### config.mk
export PLATFORM = sky130hd
export DESIGN_NAME = key_debounce
export DESIGN_NICKNAME = d
export VERILOG_FILES = /design/src/rtl/key_debounce.sv
export SDC_FILE = /design/constraint.sdc
export NUM_CORES = 1
export LEC_CHECK = 0
export ABC_AREA = 1
export CELL_PAD_IN_SITES_DETAIL_PLACEMENT = 0
export CELL_PAD_IN_SITES_GLOBAL_PLACEMENT = 2
export CORE_MARGIN = 4
export CORE_UTILIZATION = 25
export CTS_CLUSTER_DIAMETER = 40
export DETAILED_ROUTE_END_ITERATION = 6
export PLACE_DENSITY = 0.68
export SKIP_CTS_REPAIR_TIMING = 1
export SLEW_MARGIN = 20
export SYNTH_ARGS = -nofsm -noshare
export SYNTH_HDL_FRONTEND = slang
export SYNTH_SLANG_ARGS = --single-unit
### constraint.sdc
create_clock -name clk -period 2 [get_ports clk]
set_input_delay 0.4 -clock clk [delete_from_list [all_inputs] [get_ports clk]]
set_output_delay 0.4 -clock clk [all_outputs]
set_load 0.01 [all_outputs]
### src/rtl/key_debounce.sv
// Purpose: per-key 2-FF synchroniser plus debounce FSM giving clean level and press/release pulses.
// Latency: a clean edge on key_in sampled at edge E shows on the outputs after edge E+DB_CYCLES+1.
// Backpressure: none; free-running conditioning stage, outputs are valid every cycle.
//
// Ports:
//   clk          system clock, rising edge
//   reset        asynchronous, active-low reset
//   key_in       raw asynchronous key/switch inputs (polarity set by KEY_ACT_LOW)
//   key_level    debounced level, 1 = pressed
//   key_press    1-cycle pulse when a press is accepted
//   key_release  1-cycle pulse when a release is accepted
module key_debounce #(
  parameter int N_KEYS      = 4,
  parameter int DB_CYCLES   = 250000,
  parameter int CNT_W       = 18,
  parameter bit KEY_ACT_LOW = 1'b1
) (
  input  logic              clk,
  input  logic              reset,
  input  logic [N_KEYS-1:0] key_in,
  output logic [N_KEYS-1:0] key_level,
  output logic [N_KEYS-1:0] key_press,
  output logic [N_KEYS-1:0] key_release
);

  // Raw level of a key that is not pressed; synchroniser resets to it so
  // that reset deassertion alone never looks like an edge.
  localparam logic [N_KEYS-1:0] INACTIVE = {N_KEYS{KEY_ACT_LOW}};
  localparam logic [CNT_W-1:0]  CNT_LAST = CNT_W'(DB_CYCLES - 1);

  typedef enum logic [1:0] {
    RELEASED   = 2'd0,
    CONF_PRESS = 2'd1,
    PRESSED    = 2'd2,
    CONF_REL   = 2'd3
  } state_e;

  logic [N_KEYS-1:0] sync1_q;
  logic [N_KEYS-1:0] sync2_q;
  logic [N_KEYS-1:0] act;

  always_ff @(posedge clk or negedge reset) begin
    if (!reset) begin
      sync1_q <= INACTIVE;
      sync2_q <= INACTIVE;
    end else begin
      sync1_q <= key_in;
      sync2_q <= sync1_q;
    end
  end

  // Normalised polarity: 1 = pressed from here on.
  assign act = sync2_q ^ INACTIVE;

  for (genvar g = 0; g < N_KEYS; g++) begin : g_key
    state_e           state_q;
    state_e           state_d;
    logic [CNT_W-1:0] cnt_q;
    logic [CNT_W-1:0] cnt_d;
    logic             level_q;
    logic             press_q;
    logic             release_q;
    logic             level_d;
    logic             press_d;
    logic             release_d;

    // State register; outputs are registered alongside the state.
    always_ff @(posedge clk or negedge reset) begin
      if (!reset) begin
        state_q   <= RELEASED;
        cnt_q     <= '0;
        level_q   <= 1'b0;
        press_q   <= 1'b0;
        release_q <= 1'b0;
      end else begin
        state_q   <= state_d;
        cnt_q     <= cnt_d;
        level_q   <= level_d;
        press_q   <= press_d;
        release_q <= release_d;
      end
    end

    // Next state. The counter holds the number of consecutive cycles the
    // new level has been seen; any bounce drops back to the stable state.
    always_comb begin
      state_d = state_q;
      cnt_d   = cnt_q;
      unique case (state_q)
        RELEASED: begin
          if (act[g]) begin
            state_d = CONF_PRESS;
            cnt_d   = CNT_W'(1);
          end
        end
        CONF_PRESS: begin
          if (!act[g]) begin
            state_d = RELEASED;
            cnt_d   = '0;
          end else if (cnt_q == CNT_LAST) begin
            state_d = PRESSED;
            cnt_d   = '0;
          end else begin
            cnt_d = cnt_q + CNT_W'(1);
          end
        end
        PRESSED: begin
          if (!act[g]) begin
            state_d = CONF_REL;
            cnt_d   = CNT_W'(1);
          end
        end
        CONF_REL: begin
          if (act[g]) begin
            state_d = PRESSED;
            cnt_d   = '0;
          end else if (cnt_q == CNT_LAST) begin
            state_d = RELEASED;
            cnt_d   = '0;
          end else begin
            cnt_d = cnt_q + CNT_W'(1);
          end
        end
        default: begin
          state_d = RELEASED;
          cnt_d   = '0;
        end
      endcase
    end

    // Outputs decoded from the transition being taken, so they appear in
    // the same cycle as the new state.
    always_comb begin
      level_d   = (state_d == PRESSED) || (state_d == CONF_REL);
      press_d   = (state_q == CONF_PRESS) && (state_d == PRESSED);
      release_d = (state_q == CONF_REL) && (state_d == RELEASED);
    end

    assign key_level[g]   = level_q;
    assign key_press[g]   = press_q;
    assign key_release[g] = release_q;
  end

endmodule

==> impl_results.md <==
* Status: finished with violations
* Violated checks: hold timing
* Commonest non-fill, non-tap cell in the layout: nand2_1
* Post-layout net count at 740
* PortBufs at 17
* Antenna-violating nets left at 0
* Antenna violations before repair at 0
* Pre-CTS WS at 0.343 ns
* Routed len/inst at between 10 and 15 microns
* Net count after synthesis at 722
* Max H-tree Level at 3
* Clk pwr share at 0.448
* Max stage delay on crit path at 0.57 ns
* Part of the power in registers at 0.498
* Cells after synthesis at 712
* Cell internal pwr at 3.12 mW
* Combinational Power Share at 0.054
* GPL Wtd Cong at 0.788
* Placed cells at between 900 and 1k
* Synth Cell Area at between 5000 and 6000 sq um
* Slew @ Worst Pin at 0.439 ns
* Remaining DRCs at 0
* Via density at approximately 4.4
* Area Overhead vs Synth at 14.3%
* Maximum vdd drop at 0.388 mV
* CTS max path bufs at 2
* Tcrit/Tclk final at 0.879
* Die width at 156 microns
* Critical Path RT at 1.60 ns
* Clock Pin Slew Worst Setup and Hold Paths at about 0.070 ns
* CP Data Arrival Time at 1.36 ns
* Fmax at 569 MHz
* Row Count at 53
* CTS sink count at roughly 100
* Critical-path cell list: clkdlybuf4s50_1
* Hold slack at -0.00579 ns
* Post-place instance area at 5940 sq um
* Unrepaired setup endpoints after global routing: false
* Clk Latency, worst-skew pair at 0.35 ns
* Sequential-to-total area share from yosys stat at 0.450
* Final Hold Fails at 16
* Die Height at 156 microns
* Yosys warnings at 0
* Slowest stage cell on the critical path: clkdlybuf4s50_1
* CP Launch Type: flop
* Clock Root Buffer: clkbuf_16
* Total number of vias at about 4.4k
* Crit path buf inv count at 1
* Setup Total Neg Slack at 0 ns
* Design Area, Final at 6250 sq um
* Seq cells post-synth at 98
* TritonCTS Buffers at 9
* Max Cap Violations at 0
* Initial DRC Count at 254
* Power Dens Cells at between 600 and 700 nW/um^2
* Critical path endpoint category: output port
* First-pass GRT wire length at 22000 microns
* Final wirelength at 12900 microns
* Initial Util at 0.257
* CP delay by family, top: buffers and inverters
* Final Non-Filler Cells at 1010
* Finished Core Util at 0.294
* Final HPWL DP at 9520 microns
* Share of cells above drive strength 1 at 0.102
* Switching share of power at 0.248
* I/O pin count at 18
* Largest net degree at the start of global routing at 42
* CP Max Fanout at 5
* Worst hold path type: input pin to asynchronous set/reset pin
* Final worst slack at roughly 0.24 ns
* Vias in the first global route at 4381
* CTS tree: built
* Rel. slew slack at 0.708
* Power, Total at 4.15 mW
* Antenna cells at 0
* Leakage power total at 2.80 nW
* Yosys cell types at 36
* Worst setup skew after layout at 0.00646 ns
* Commonest cells after routing, fill and taps aside: nand2_1 (187), inv_1 (101), dfrtp_1 (90)
* Sw Pwr at between 1 and 1.5 mW
* Crit path time final at 1.76 ns
* Final setup vio count at 0
* Avg Cell Area, Syn at between 7 and 8 sq um
* Max Slew Vio Count at 0
* Router iterations before antenna repair at 6
* Total track usage at 0.111
* Crit Path Category: flop to output port
* Total gr overflow at 0
* Area of the core at 21300 sq um
* Die footprint at 24300 sq um
## path summary, 6_finish.rpt
| kind | startpoint | endpoint | slack, ns | depth (start not counted) |
|---|---|---|---|---|
| setup / recovery | g_key[0].level_q$_DFF_PN0_ | key_level[0] | 0.24 | 1 |
| hold / removal | reset | g_key[1].cnt_q[15]$_DFFE_PN0P_ | -0.006 | 1 |
| setup reg to reg | g_key[2].cnt_q[0]$_DFFE_PN0P_ | g_key[2].cnt_q[12]$_DFFE_PN0P_ | 0.38 | 10 |
| hold reg to reg | sync1_q[3]$_DFF_PN1_ | sync2_q[3]$_DFF_PN1_ | 0.36 | 0 |
| max in group asynchronous | reset | sync2_q[3]$_DFF_PN1_ | 1.37 | 2 |
| min in group clk | sync1_q[3]$_DFF_PN1_ | sync2_q[3]$_DFF_PN1_ | 0.36 | 0 |
## power groups by stage
stage	clock network (mW)	logic [mW]	registers, mW
finish	1.86	0.224	2.07
floorplan	0	0.120	2.10
global placement	0	0.233	2.10
detailed placement	0	0.234	2.11
global route	2.02	0.264	2.08
CTS	1.95	0.234	2.07
## logic make-up (layout without fill, tap and decap cells)
family | Yosys count | in the layout | synth area share
AO/OA/AOI/OAI | 65 | 65 | 0.0679
XOR/XNOR | 35 | 35 | 0.0560
adder cells (fa/ha/maj) | 4 | 4 | 0.00915
buffers and inverters | 131 | 154 | 0.103
flip-flops | 98 | 98 | 0.450
AND/OR/NAND/NOR | 379 | 379 | 0.314
## flip-flops by register name, summed over array words and instances, names as in the netlist
signal,flops
g_key.state_q,6
sync1_q,4
g_key.press_q,4
g_key.level_q,4
g_key.release_q,4
sync2_q,4
g_key.cnt_q,72
## Yosys cell counts, drive strengths merged
master | n | area (sq um)
nand3b | 1 | 7.51
nor2 | 83 | 372
a21oi | 3 | 15.0
ha | 4 | 50.1
a21o | 1 | 7.51
and2 | 1 | 6.26
a31oi | 1 | 6.26
xnor2 | 4 | 35.0
xor2 | 31 | 272
nand3 | 59 | 313
inv | 109 | 409
dfrtp | 90 | 2250
o211ai | 1 | 7.51
dfstp | 8 | 210
and3 | 1 | 6.26
buf | 22 | 154
o22ai | 24 | 150
or2 | 2 | 12.5
nand4 | 21 | 138
o21ai | 31 | 155
o21bai | 4 | 30.0
nor3 | 16 | 110
nor4 | 2 | 12.5
nand2 | 193 | 739
## layer usage
layer | vias to the layer above | part of all wire | wire length [microns] | GRT usage
met5 | - | 0 | 0 | 0
met4 | 0 | 0.011 | 143 | 0.0321
met3 | 10 | 0.023 | 299 | 0.0225
met2 | 33 | 0.46 | 5900 | 0.172
met1 | 2105 | 0.51 | 6570 | 0.156
li1 | 2279 | - | - | -
## final cells by class
class                      count  area (sq um)
clock buffer                  10           239
clock inverter                 6          72.6
sequential                    98          2460
tap                          275           344
timing repair buffer          29           283
inverter                     109           409
fill                        2267         15000
multi-input combinational    483          2440
(Power assumes the default switching activity.)
